==> config.mk <==
export PLATFORM = sky130hd
export DESIGN_NAME = fifo_wr_arbiter
export DESIGN_NICKNAME = d
export VERILOG_FILES = /design/src/rtl/fifo_wr_arbiter.sv
export SDC_FILE = /design/constraint.sdc
export NUM_CORES = 1
export LEC_CHECK = 0
export ABC_AREA = 1
export CAP_MARGIN = 25
export CORE_MARGIN = 5
export CORE_UTILIZATION = 40
export CTS_CLUSTER_SIZE = 14
export DETAILED_ROUTE_END_ITERATION = 12
export GPL_ROUTABILITY_DRIVEN = 1
export PLACE_DENSITY = 0.82
export SLEW_MARGIN = 30
export SYNTH_ARGS = -nofsm -noshare
export SYNTH_HDL_FRONTEND = slang
export SYNTH_SLANG_ARGS = --single-unit
==> constraint.sdc <==
create_clock -name wclk -period 3.5 [get_ports wclk]
set_clock_uncertainty 0.15 [all_clocks]
set_input_delay 0.525 -clock wclk [delete_from_list [all_inputs] [get_ports wclk]]
set_output_delay 0.525 -clock wclk [all_outputs]
set_load 0.1 [all_outputs]
==> src/rtl/fifo_wr_arbiter.sv <==
// rtl/fifo_wr_arbiter.sv - round-robin, burst-limited arbiter sharing one async-FIFO write port
// Optional stall counter output enabled by defining FIFO_WR_ARB_STATS_EN.
module fifo_wr_arbiter #(
  parameter int DATASIZE  = 8,
  parameter int NREQ      = 4,
  parameter int MAX_BURST = 4
) (
  input  logic                                      wclk,
  input  logic                                      w_rst,
  input  logic [NREQ-1:0]                           req,
  input  logic [NREQ*DATASIZE-1:0]                  req_data,
  output logic [NREQ-1:0]                           gnt,
  input  logic                                      wfull,
  output logic                                      winc,
  output logic [DATASIZE-1:0]                       wdata,
  output logic                                      busy,
`ifdef FIFO_WR_ARB_STATS_EN
  output logic [15:0]                               stall_cnt,
`endif
  output logic [((NREQ > 1) ? $clog2(NREQ) : 1)-1:0] owner
);

  localparam int OW = (NREQ > 1) ? $clog2(NREQ) : 1;
  localparam int BW = $clog2(MAX_BURST) + 1;

  typedef enum logic {ST_IDLE, ST_GRANT} state_t;

  state_t        r_state, w_state_nxt;
  logic [OW-1:0] r_owner, r_last_owner;
  logic [OW-1:0] w_owner_nxt, w_last_nxt, w_pick;
  logic [BW-1:0] r_beat_cnt, w_cnt_nxt;
  logic          w_found, w_own_req, w_beat;

  // Round-robin search starting just after the previous owner, with wrap-around.
  always_comb begin
    logic [OW-1:0] v_idx;
    v_idx   = '0;
    w_pick  = r_last_owner;
    w_found = 1'b0;
    for (int k = 1; k <= NREQ; k++) begin
      v_idx = OW'((int'(r_last_owner) + k) % NREQ);
      if (!w_found && req[v_idx]) begin
        w_found = 1'b1;
        w_pick  = v_idx;
      end
    end
  end

  assign w_own_req = req[r_owner];
  // Combinational in wfull so a full FIFO is never written.
  assign w_beat    = (r_state == ST_GRANT) && w_own_req && !wfull;

  always_comb begin
    w_state_nxt = r_state;
    w_owner_nxt = r_owner;
    w_last_nxt  = r_last_owner;
    w_cnt_nxt   = r_beat_cnt;
    winc        = 1'b0;
    gnt         = '0;
    wdata       = '0;
    busy        = 1'b0;
    case (r_state)
      ST_IDLE: begin
        if (w_found) begin
          w_state_nxt = ST_GRANT;
          w_owner_nxt = w_pick;
          w_cnt_nxt   = '0;
        end
      end
      ST_GRANT: begin
        busy  = 1'b1;
        wdata = req_data[r_owner*DATASIZE +: DATASIZE];
        winc  = w_beat;
        gnt   = w_beat ? (NREQ'(1) << r_owner) : '0;
        if (!w_own_req) begin
          w_state_nxt = ST_IDLE;
          w_last_nxt  = r_owner;
        end else if (w_beat) begin
          w_cnt_nxt = r_beat_cnt + 1'b1;
          if (r_beat_cnt == BW'(MAX_BURST - 1)) begin
            w_state_nxt = ST_IDLE;
            w_last_nxt  = r_owner;
          end
        end
      end
      default: w_state_nxt = ST_IDLE;
    endcase
  end

  always_ff @(posedge wclk or negedge w_rst) begin
    if (!w_rst) begin
      r_state      <= ST_IDLE;
      r_owner      <= '0;
      r_last_owner <= OW'(NREQ - 1);
      r_beat_cnt   <= '0;
    end else begin
      r_state      <= w_state_nxt;
      r_owner      <= w_owner_nxt;
      r_last_owner <= w_last_nxt;
      r_beat_cnt   <= w_cnt_nxt;
    end
  end

  assign owner = r_owner;

`ifdef FIFO_WR_ARB_STATS_EN
  logic [15:0] r_stall_cnt;

  always_ff @(posedge wclk or negedge w_rst) begin
    if (!w_rst) begin
      r_stall_cnt <= '0;
    end else if ((r_state == ST_GRANT) && w_own_req && wfull && (r_stall_cnt != 16'hFFFF)) begin
      r_stall_cnt <= r_stall_cnt + 16'd1;
    end
  end

  assign stall_cnt = r_stall_cnt;
`endif

endmodule

Word-level counts from Yosys, hierarchy flattened
Cells that the tools add are included.
{"block": "word_totals", "regBits": 8, "ramBits": 0, "word_cells": 70, "latch_bits": 0, "mem_count": 0, "rom_bits": 0}
{"block": "op_classes", "n_reduce_logical": 12, "n_eq_ne": 6, "muxes": 35, "mul": 0, "add_sub_neg": 5, "div_mod_pow": 0, "n_lt_le_gt_ge": 5, "n_bitwise": 1, "n_shift": 2}
{"op": "$shiftx 32x6->8", "n": 1}
{"op": "$lt 2x3->1 const B", "n": 5}
{"op": "$mux 1", "n": 15}
{"op": "$mux 2", "n": 7}
{"op": "$bmux 1 s2", "n": 5}
{"op": "$mux 3", "n": 3}
{"op": "$mux 4", "n": 2}
{"op": "$mux 8", "n": 1}
{"op": "$ne 2x1->1 const B", "n": 4}
{"op": "$pmux 3 s2", "n": 1}
{"op": "$reduce_and 3->1", "n": 2}
{"op": "$logic_and 1x1->1", "n": 5}
{"op": "$add 2x1->2 const B", "n": 2}
{"op": "$add 2x2->2 const B", "n": 2}
{"op": "$logic_not 1->1", "n": 4}
{"op": "$shl 1x2->4 const A", "n": 1}
{"op": "$add 3x1->3 const B", "n": 1}
{"op": "$eq 3x2->1 const B", "n": 1}
{"op": "$ne 2x2->1 const B", "n": 1}
{"op": "$pmux 1 s2", "n": 1}
{"op": "$reduce_and 2->1", "n": 1}
{"op": "$not 1->1", "n": 1}

Logic depth before layout (Yosys ltp)
Gate-level depths: netlist (run 1).
{"block": "depth", "ltp_word": 15, "depth_mapped": 12}

Worst setup path before layout (run 1)
OpenSTA, ideal clock, no wires.
{"block": "synth_timing", "path_type": "register -> output", "start": "register r_owner[1] (netlist: owner[1])", "end": "output port gnt[0]", "stages_incl_launch_ff": 8, "arrival_ps": 3848, "t_required_ps": 2825, "path_slack_ps": -1023, "path_cell_list": "dfrtp_1 -> buf_4 -> nand2_1 -> nor2_2 -> a21oi_4 -> nand2_4 -> nand3_4 -> nor3_1"}
{"block": "synth_between", "elab_chain_len": 6, "elab_cells_between_ends": 7, "cone_classes": "shift (1); mux (4); reduce/logical (2)"}
{"element": "from (decl)", "line": "29", "rtl": "logic [OW-1:0] r_owner, r_last_owner;"}
{"element": "from (signal assigned)", "line": "98", "rtl": "r_owner <= w_owner_nxt;"}
{"element": "$bmux 1 s2", "line": "49", "rtl": "assign w_own_req = req[r_owner];"}
{"element": "$mux 1 (not written as such)", "line": "49"}
{"element": "$logic_and 1x1->1 (2 in a row)", "line": "51", "rtl": "assign w_beat = (r_state == ST_GRANT) && w_own_req && !wfull;"}
{"element": "$mux 4 (*)", "line": "74", "rtl": "gnt = w_beat ? (NREQ'(1) << r_owner) : '0;"}
{"element": "$mux 4 (*)", "line": "62", "rtl": "case (r_state)"}
{"element": "to (decl)", "line": "12", "rtl": "output logic [NREQ-1:0] gnt,"}
Every way passes the cells marked *; elsewhere a longest branch is shown, timed or not. The select of a mux whose other input is x is not followed.

Worst setup path after layout (run 1)
{"block": "layout_timing", "start": "register r_owner[1] (netlist: owner[1])", "end": "output port gnt[2]"}
The elaborated chain is that of the path after synthesis.

==> impl_metrics.csv, run 1 <==
group,metric,value,unit
outcome,status,"finished, final reports clean",
timing,fmax,373,MHz
worst_setup_path,path_delay_family,"simple AND/OR/NAND/NOR gates",
logic_synthesis,syn_area,890,µm²
cts,cts_buffers,3,
global_routing,grt_start_max_net_pins,12,
cts,postCtsHoldBufs,0,
timing,worstMarginPinSlew,0.523,ns
logic_synthesis,synth_largest_area_cell,"nand2_1",
floorplanning,num_rows,17,
finish,multi_input_area,659,µm²
timing,maxSlewViolCount,0,
worst_setup_path,end_kind,"output pin",
placed_design,port_buffers,54,
placed_design,dp_worst_setup_slack,0.883,ns
timing,rsz0062_at_grt,"false",
finish,antenna_cells,0,
timing,slew_headroom,65.1,%
global_routing,grt_pass1_vias,1217,
worst_setup_path,arrival,2.01,ns
logic_synthesis,synth_warnings,0,
floorplanning,start_util,41.0,%
cts,root_buffer,"clkbuf_4",
floorplanning,die-width,57.2,µm
cts,tritoncts,"done",
finish,regArea,203,µm²
logic_synthesis,synth-edff-count,0,
global_routing,grt_usage,18.3,%
worst_setup_path,crit_buf_inv,1,
worst_setup_path,crit_fanout,9,
cts,cts_resized,0,
worst_setup_path,crit_type,"reg2out",
floorplanning,coreArea,2170,µm²
finish,layout.nets,237,
timing,fin_crit,2.68,ns
global_routing,grt_antenna_before_repair,0,
drt,wl_per_cell,13.1,µm
floorplanning,ios,55,
global_routing,grt_pass1_wl,4860,µm
timing,period_share,76.7,%
timing,setup-violations-final,0,
timing,hold_viol_final,0,
finish,drive_gt1_share,22.6,%
hold_path,hold_class,"reg2reg",
finish,fin_cells,223,
drt,drt_iter0_markers,41,
logic_synthesis,syn_inst,140,
worst_setup_path,path_cells,"nand2_1, nor2_2, a21oi_4, nand2_4, nand3_4, nor2_1, buf_12",
logic_synthesis,syn_nets,181,
timing,setup_slack,0.816,ns
cts,clkSlewWorstSetupHoldPaths,0.06,ns
flow_run,cap_violations,0,
logic_synthesis,yosys.area.top_type_share,25.7,%
logic_synthesis,ys.flop_type,"dfrtp_1",
finish,area_growth,72.3,%
finish,mostFrequentLayoutCell,"nand2_1",
finish,n_fill_cell,193,
finish,layout_common_cells,"61 x nand2_1, 38 x clkdlybuf4s50_1, 16 x inv_1",
cts,post_cts_buffers,0,
logic_synthesis,synth_area_leaders,"nand2_1 26%, dfrtp_1 17%, a22oi_1 6.8%",
logic_synthesis,syn_area_per_cell,6.35,µm²
placed_design,dp_hpwl,2460,µm
logic_synthesis,ys_ff_latch,8,
drt,routed-via-count,1173,
drt,firstDrtPassIters,4,
drt,totalWireLength,2930,µm
cts,cts_num_sinks,8,
worst_setup_path,slowest_delay,0.66,ns
worst_setup_path,start_kind,"flip-flop",
drt,viasPerCell,5.26,
cts,clock_latency,0.26,ns
placed_design,gp_congestion,0.756,
floorplanning,die_area,3270,µm²
placed_design,placed_cells,219,
cts,cts.htree.levels,1,
logic_synthesis,synthDistinctLibCells,26,
worst_setup_path,slowest_stage,"dfrtp_1",
logic_synthesis,yosysSeqAreaShare,22.8,%
drt,drc,0,
floorplanning,die_h,57.2,µm
global_routing,overflow,0,
drt,ant_nets,0,
cts,cts_buffer_depth,2,
worst_setup_path,cp.required,2.82,ns
logic_synthesis,synthArstFlopShare,100,%
[synthesized netlist by cell type, types with 2 or more instances]
cell / instances
nand2_1: 61
inv_1: 16
a22oi_1: 8
a31oi_1: 8
nand3_1: 8
dfrtp_1: 6
a21oi_1: 3
inv_2: 3
nor2_1: 3
o21ai_0: 3
a21oi_4: 2
dfstp_2: 2
ha_1: 2
nand2_2: 2
nor3_1: 2
[flip-flops by register name (all words and copies together) (netlist names)]
| name | count |
|---|---|
| r_beat_cnt | 3 |
| owner | 2 |
| r_state | 1 |
| r_last_owner | 2 |
[layout make-up]
cell class,instances,share of cell area [%]
Multi-Input combinational cell,110,43.0
Tap cell,28,2.29
Sequential cell,8,13.2
Clock buffer,4,1.71
Inverter,19,4.65
Timing Repair Buffer,54,35.1
[worst paths after layout]
kind	slack, ns	startpoint	endpoint	cells past startpoint
worst max-delay path	0.82	owner[1]	gnt[2]	7
worst min-delay path	0.37	r_beat_cnt[2]	r_beat_cnt[2]	2
worst max register to register	1.59	r_last_owner[0]	owner[0]	11
worst min register to register	0.37	r_beat_cnt[2]	r_beat_cnt[2]	2
max in group asynchronous	2.50	w_rst	r_last_owner[0]	1
min in group asynchronous	0.39	w_rst	r_beat_cnt[0]	1
[metrics by stage]
step	utilization [%]	instance area (µm²)	setup TNS [ns]	hold slack, ns
detailed placement	69.4	1510	0	0.351
finish	70.6	1530	0	0.365
CTS	70.6	1530	0	0.370
floorplan	-	950	-0.892	0.0794
global route	70.6	1530	0	0.410
global placement	69.4	1510	0	0.332
[worst reg2reg max path, stage by stage, from the launching register on]
cell     delay (ns)
dfstp_2        0.61
inv_1          0.16
nand2_1        0.11
nand2_1        0.07
nand2_1        0.07
nand2_1        0.08
nor2_1         0.11
nand3_1        0.13
nand2_2        0.15
inv_1          0.05
nand2_1        0.05
nand2_1        0.05
[logic make-up (layout without fill, tap and decap cells)]
group | Yosys count | after routing | synth area share, %
fa+ha+maj | 2 | 2 | 2.81
compound gates | 26 | 26 | 22.4
flops | 8 | 8 | 22.8
simple gates | 82 | 82 | 42.2
buf+inv | 22 | 77 | 9.84
[routing by layer]
metal  vias up  routed length [µm]  track usage, %
met5         -                   0               0
met4         0                  72            7.62
met1       506                1080            19.5
met3        16                 370            7.24
met2        76                1410            31.8
li1        575                   -               -
Power of run 1 is left out: the tool's default activity adds up to more than one toggle a clock period on the data nets, which glitch-free logic cannot reach.
==> run 2, diff against run 1 <==
--- a/config.mk
+++ b/config.mk
@@ -8,11 +8,11 @@
 export ABC_AREA = 1
 export CAP_MARGIN = 25
 export CORE_MARGIN = 5
-export CORE_UTILIZATION = 40
+export CORE_UTILIZATION = 37
 export CTS_CLUSTER_SIZE = 14
 export DETAILED_ROUTE_END_ITERATION = 12
 export GPL_ROUTABILITY_DRIVEN = 1
-export PLACE_DENSITY = 0.82
+export PLACE_DENSITY = 0.76
 export SLEW_MARGIN = 30
 export SYNTH_ARGS = -nofsm -noshare
 export SYNTH_HDL_FRONTEND = slang
==> constraint.sdc (replaced) <==
create_clock -name wclk -period 2.6 [get_ports wclk]
set_clock_uncertainty 0.15 [all_clocks]
set_input_delay 0.39 -clock wclk [delete_from_list [all_inputs] [get_ports wclk]]
set_output_delay 0.39 -clock wclk [all_outputs]
set_load 0.1 [all_outputs]
==> run 2 against run 1 <==
  * Critical path depth up 1
  * Routed wire length rose by 5.6%
  * Cell count increased by 0.45%
  * Highest routed layer unchanged
==> impl_metrics.csv, run 2 (synthesized netlist as in run 1, its figures left out) <==
group,metric,value,unit
cts,cts_buffers,3,
drt,drt_iter0_markers,59,
finish,layout.nets,238,
timing,slew_headroom,53.3,%
finish,drive_gt1_share,26.0,%
worst_setup_path,cp.required,2.06,ns
global_routing,grt_usage,18.7,%
finish,layout_common_cells,"60 x nand2_1, 38 x clkdlybuf4s50_1, 16 x inv_1",
placed_design,port_buffers,54,
finish,area_growth,101,%
floorplanning,start_util,39.5,%
flow_run,cap_violations,0,
placed_design,placed_cells,220,
cts,cts_num_sinks,8,
timing,maxSlewViolCount,0,
floorplanning,die_area,3490,µm²
worst_setup_path,r2r-end,"owner[0]",
timing,period_share,96.3,%
worst_setup_path,reg2reg_slack,0.72,ns
floorplanning,die_h,59.0,µm
cts,cts_buffer_depth,2,
floorplanning,die-width,59.0,µm
placed_design,dp_hpwl,2680,µm
drt,totalWireLength,3090,µm
finish,largest_reg_flops,3,
cts,clkSlewWorstSetupHoldPaths,0.06,ns
cts,cts_resized,0,
worst_setup_path,reg2reg_from,"r_last_owner[0]",
timing,rsz0062_at_grt,"false",
hold_path,hold_class,"in2async",
finish,fin_util,79.4,%
finish,fin_cells,224,
finish,antenna_cells,0,
drt,firstDrtPassIters,4,
finish,mostFrequentLayoutCell,"nand2_1",
worst_setup_path,arrival,1.96,ns
global_routing,grt_pass1_wl,5180,µm
timing,fin_crit,2.50,ns
outcome,status,"finished, final reports clean",
global_routing,overflow,0,
drt,routed-via-count,1164,
timing,setup-violations-final,0,
worst_setup_path,crit_fanout,9,
finish,regArea,211,µm²
drt,viasPerCell,5.20,
cts,post_cts_buffers,0,
finish,largest_register,"r_beat_cnt",
placed_design,dp_worst_setup_slack,0.249,ns
cts,tritoncts,"done",
drt,wl_per_cell,13.8,µm
worst_setup_path,start_kind,"flip-flop",
global_routing,grt_start_max_net_pins,10,
worst_setup_path,crit_type,"reg2out",
floorplanning,num_rows,17,
timing,fmax,399,MHz
worst_setup_path,end_kind,"output pin",
drt,drc,0,
timing,hold_viol_final,0,
timing,worstMarginPinSlew,0.700,ns
worst_setup_path,reg2reg_depth,11,
drt,ant_nets,0,
worst_setup_path,startpoint,"owner[0]",
finish,n_fill_cell,146,
placed_design,gp_congestion,0.760,
finish,multi_input_area,769,µm²
cts,root_buffer,"clkbuf_4",
floorplanning,coreArea,2250,µm²
cts,clock_latency,0.26,ns
cts,cts.htree.levels,1,
cts,postCtsHoldBufs,0,
global_routing,grt_pass1_vias,1163,
worst_setup_path,crit_path_end,"gnt[0]",
floorplanning,ios,55,
timing,setup_slack,0.0953,ns
global_routing,grt_antenna_before_repair,0,
[run 2: cell type report]
cell class / instances / share of cell area, %
Multi-Input combinational cell: 110 / 43.0
Inverter: 19 / 4.27
Timing Repair Buffer: 55 / 37.5
Clock buffer: 4 / 1.47
Sequential cell: 8 / 11.8
Tap cell: 28 / 1.96
[run 2: how the worst min path moves through the flow]
stage                  startpoint             to  slack, ns  depth (start not counted)
floorplan                   w_rst  r_beat_cnt[0]      -0.06                          0
global placement    r_beat_cnt[2]  r_beat_cnt[2]       0.35                          2
detailed placement  r_beat_cnt[2]  r_beat_cnt[2]       0.36                          2
CTS                         w_rst  r_beat_cnt[1]       0.25                          1
global route                w_rst  r_beat_cnt[1]       0.29                          1
finish                      w_rst  r_beat_cnt[1]       0.25                          1
[run 2: worst max-delay path: stages (launching register included)]
cell	delay [ns]
dfrtp_4	0.56
inv_4	0.13
nand2_2	0.10
inv_4	0.13
a21oi_4	0.07
nand2_4	0.09
nand3_4	0.16
nor3_4	0.24
buf_12	0.20
[run 2: per-stage QoR]
| stage | TNS [ns] | hold slack (ns) | instance area (µm²) |
|---|---|---|---|
| 5_1_grt | 0 | 0.287 | 1790 |
| 3_3_place_gp | 0 | 0.348 | 1760 |
| 3_5_place_dp | 0 | 0.358 | 1760 |
| 6_report | 0 | 0.247 | 1790 |
| 2_1_floorplan | -0.247 | -0.0556 | 1080 |
| 4_1_cts | 0 | 0.254 | 1790 |
[run 2: routing by layer]
metal	wire (µm)	vias up	GRT usage [%]
met5	0	-	0
met4	46	0	4.21
met3	372	4	6.75
met2	1470	66	32.8
met1	1200	524	21.7
li1	-	570	-
Power of run 2 is left out for the same reason.
==> run 3, diff against run 2 <==
--- a/config.mk
+++ b/config.mk
@@ -12,8 +12,7 @@
 export CTS_CLUSTER_SIZE = 14
 export DETAILED_ROUTE_END_ITERATION = 12
 export GPL_ROUTABILITY_DRIVEN = 1
-export PLACE_DENSITY = 0.76
-export SLEW_MARGIN = 30
+export PLACE_DENSITY_LB_ADDON = 0.3
 export SYNTH_ARGS = -nofsm -noshare
 export SYNTH_HDL_FRONTEND = slang
 export SYNTH_SLANG_ARGS = --single-unit
==> run 3 against run 2 <==
  * Cell count is 2.7% higher
  * Flip-flop and latch count stayed put
  * First-iteration DRC count down 24%
  * Setup slack gained 0.048 ns
  * Sequential share of layout area decreased by 0.31 points
  * Die area did not move
  * Register-to-register slack barely moved
  * Design area grew 2.7%
==> impl_metrics.csv, run 3 (synthesized netlist as in run 1, its figures left out) <==
group,metric,value,unit
timing,setup-violations-final,0,
drt,drc,0,
cts,cts.htree.levels,1,
worst_setup_path,crit_fanout,9,
timing,fin_crit,2.46,ns
cts,tritoncts,"done",
timing,period_share,94.5,%
drt,totalWireLength,3570,µm
floorplanning,die-width,59.0,µm
finish,drive_gt1_share,28.2,%
floorplanning,coreArea,2250,µm²
worst_setup_path,start_kind,"flip-flop",
cts,cts_buffers,3,
timing,slew_headroom,74.6,%
finish,area_growth,106,%
floorplanning,num_rows,17,
cts,cts_buffer_depth,2,
drt,viasPerCell,5.40,
worst_setup_path,end_kind,"output pin",
hold_path,hold_class,"in2async",
cts,root_buffer,"clkbuf_4",
timing,worstMarginPinSlew,0.379,ns
global_routing,overflow,0,
finish,largest_register,"r_beat_cnt",
floorplanning,die_h,59.0,µm
drt,ant_nets,0,
timing,hold_viol_final,0,
timing,fmax,407,MHz
global_routing,grt_antenna_before_repair,0,
flow_run,cap_violations,0,
placed_design,port_buffers,54,
cts,clkSlewWorstSetupHoldPaths,0.06,ns
global_routing,grt_usage,21.8,%
finish,antenna_cells,0,
cts,clock_latency,0.26,ns
timing,maxSlewViolCount,0,
global_routing,grt_pass1_wl,5750,µm
worst_setup_path,crit_type,"reg2out",
floorplanning,start_util,39.5,%
global_routing,grt_pass1_vias,1270,
finish,finalInstanceArea,1840,µm²
finish,largest_reg_flops,3,
timing,rsz0062_at_grt,"false",
finish,layout.nets,244,
placed_design,dpl_cell_area,1780,µm²
worst_setup_path,arrival,1.92,ns
worst_setup_path,cp.required,2.06,ns
floorplanning,ios,55,
floorplanning,die_area,3490,µm²
finish,n_fill_cell,151,
placed_design,gp_congestion,0.892,
cts,cts_num_sinks,8,
outcome,status,"finished, final reports clean",
drt,wl_per_cell,15.5,µm
drt,drt_iter0_markers,45,
placed_design,dp_hpwl,3020,µm
finish,mostFrequentLayoutCell,"nand2_1",
drt,routed-via-count,1241,
global_routing,grt_start_max_net_pins,10,
drt,firstDrtPassIters,5,
finish,layout_common_cells,"60 x nand2_1, 38 x clkdlybuf4s50_1, 16 x inv_1",
==> run 3: cell count changes in the layout (fill, tap and decap cells not counted), sizes merged <==
cell	previous run	this run
buf	17	22
nand3	9	10
==> run 3: routing by layer <==
| metal | GRT usage [%] | up-vias | part of all wire, % |
|---|---|---|---|
| met1 | 21.8 | 598 | 36 |
| met4 | 2.91 | 0 | 1.2 |
| li1 | - | 585 | - |
| met5 | 0 | - | 0 |
| met3 | 6.10 | 8 | 6.0 |
| met2 | 44.6 | 50 | 57 |
==> run 3: cell type report <==
class,count,area [µm²],area share [%]
timing repair buffer,60,708,38.6
multi-input combinational,111,779,42.4
tap,28,35.0,1.91
sequential,8,211,11.5
clock buffer,4,26.3,1.43
inverter,19,76.3,4.16
==> run 3: path summary, 6_finish.rpt <==
kind	startpoint	to	slack, ns	cells after the start
hold / removal	w_rst	r_beat_cnt[1]	0.26	1
setup reg to reg	r_last_owner[0]	owner[0]	0.71	11
hold reg to reg	r_beat_cnt[2]	r_beat_cnt[2]	0.38	2
max in group asynchronous	w_rst	r_last_owner[0]	1.71	1
setup / recovery	owner[0]	gnt[0]	0.14	8
min in group wclk	r_beat_cnt[2]	r_beat_cnt[2]	0.38	2
==> run 3: worst max-delay path: stages, from the launching register on <==
cell	delay, ns
dfrtp_4	0.51
inv_4	0.12
nand2_2	0.11
inv_4	0.14
a21oi_4	0.08
nand2_4	0.11
nand3_4	0.15
nor3_4	0.24
buf_12	0.20
==> run 3: per-stage QoR <==
stage / util [%] / setup TNS (ns) / hold WS, ns / setup WS (ns) / cells
after floorplan: - / -0.247 / -0.0556 / -0.123 / 140
after CTS: 79.9 / 0 / 0.253 / 0.0133 / 226
after global placement: 78.7 / 0 / 0.330 / 0.255 / 222
after detailed placement: 78.7 / 0 / 0.358 / 0.185 / 222
after global routing: 81.5 / 0 / 0.275 / 0.0497 / 230
final: 81.5 / 0 / 0.259 / 0.143 / 230
==> run 3: what timing repair did <==
action	in CTS	in global routing
hold buffers	0	0
resized for setup	0	1
buffers inserted	0	3
endpoints found under the hold margin	0	0
endpoints found under the setup margin	0	2
Power of run 3 is left out for the same reason.
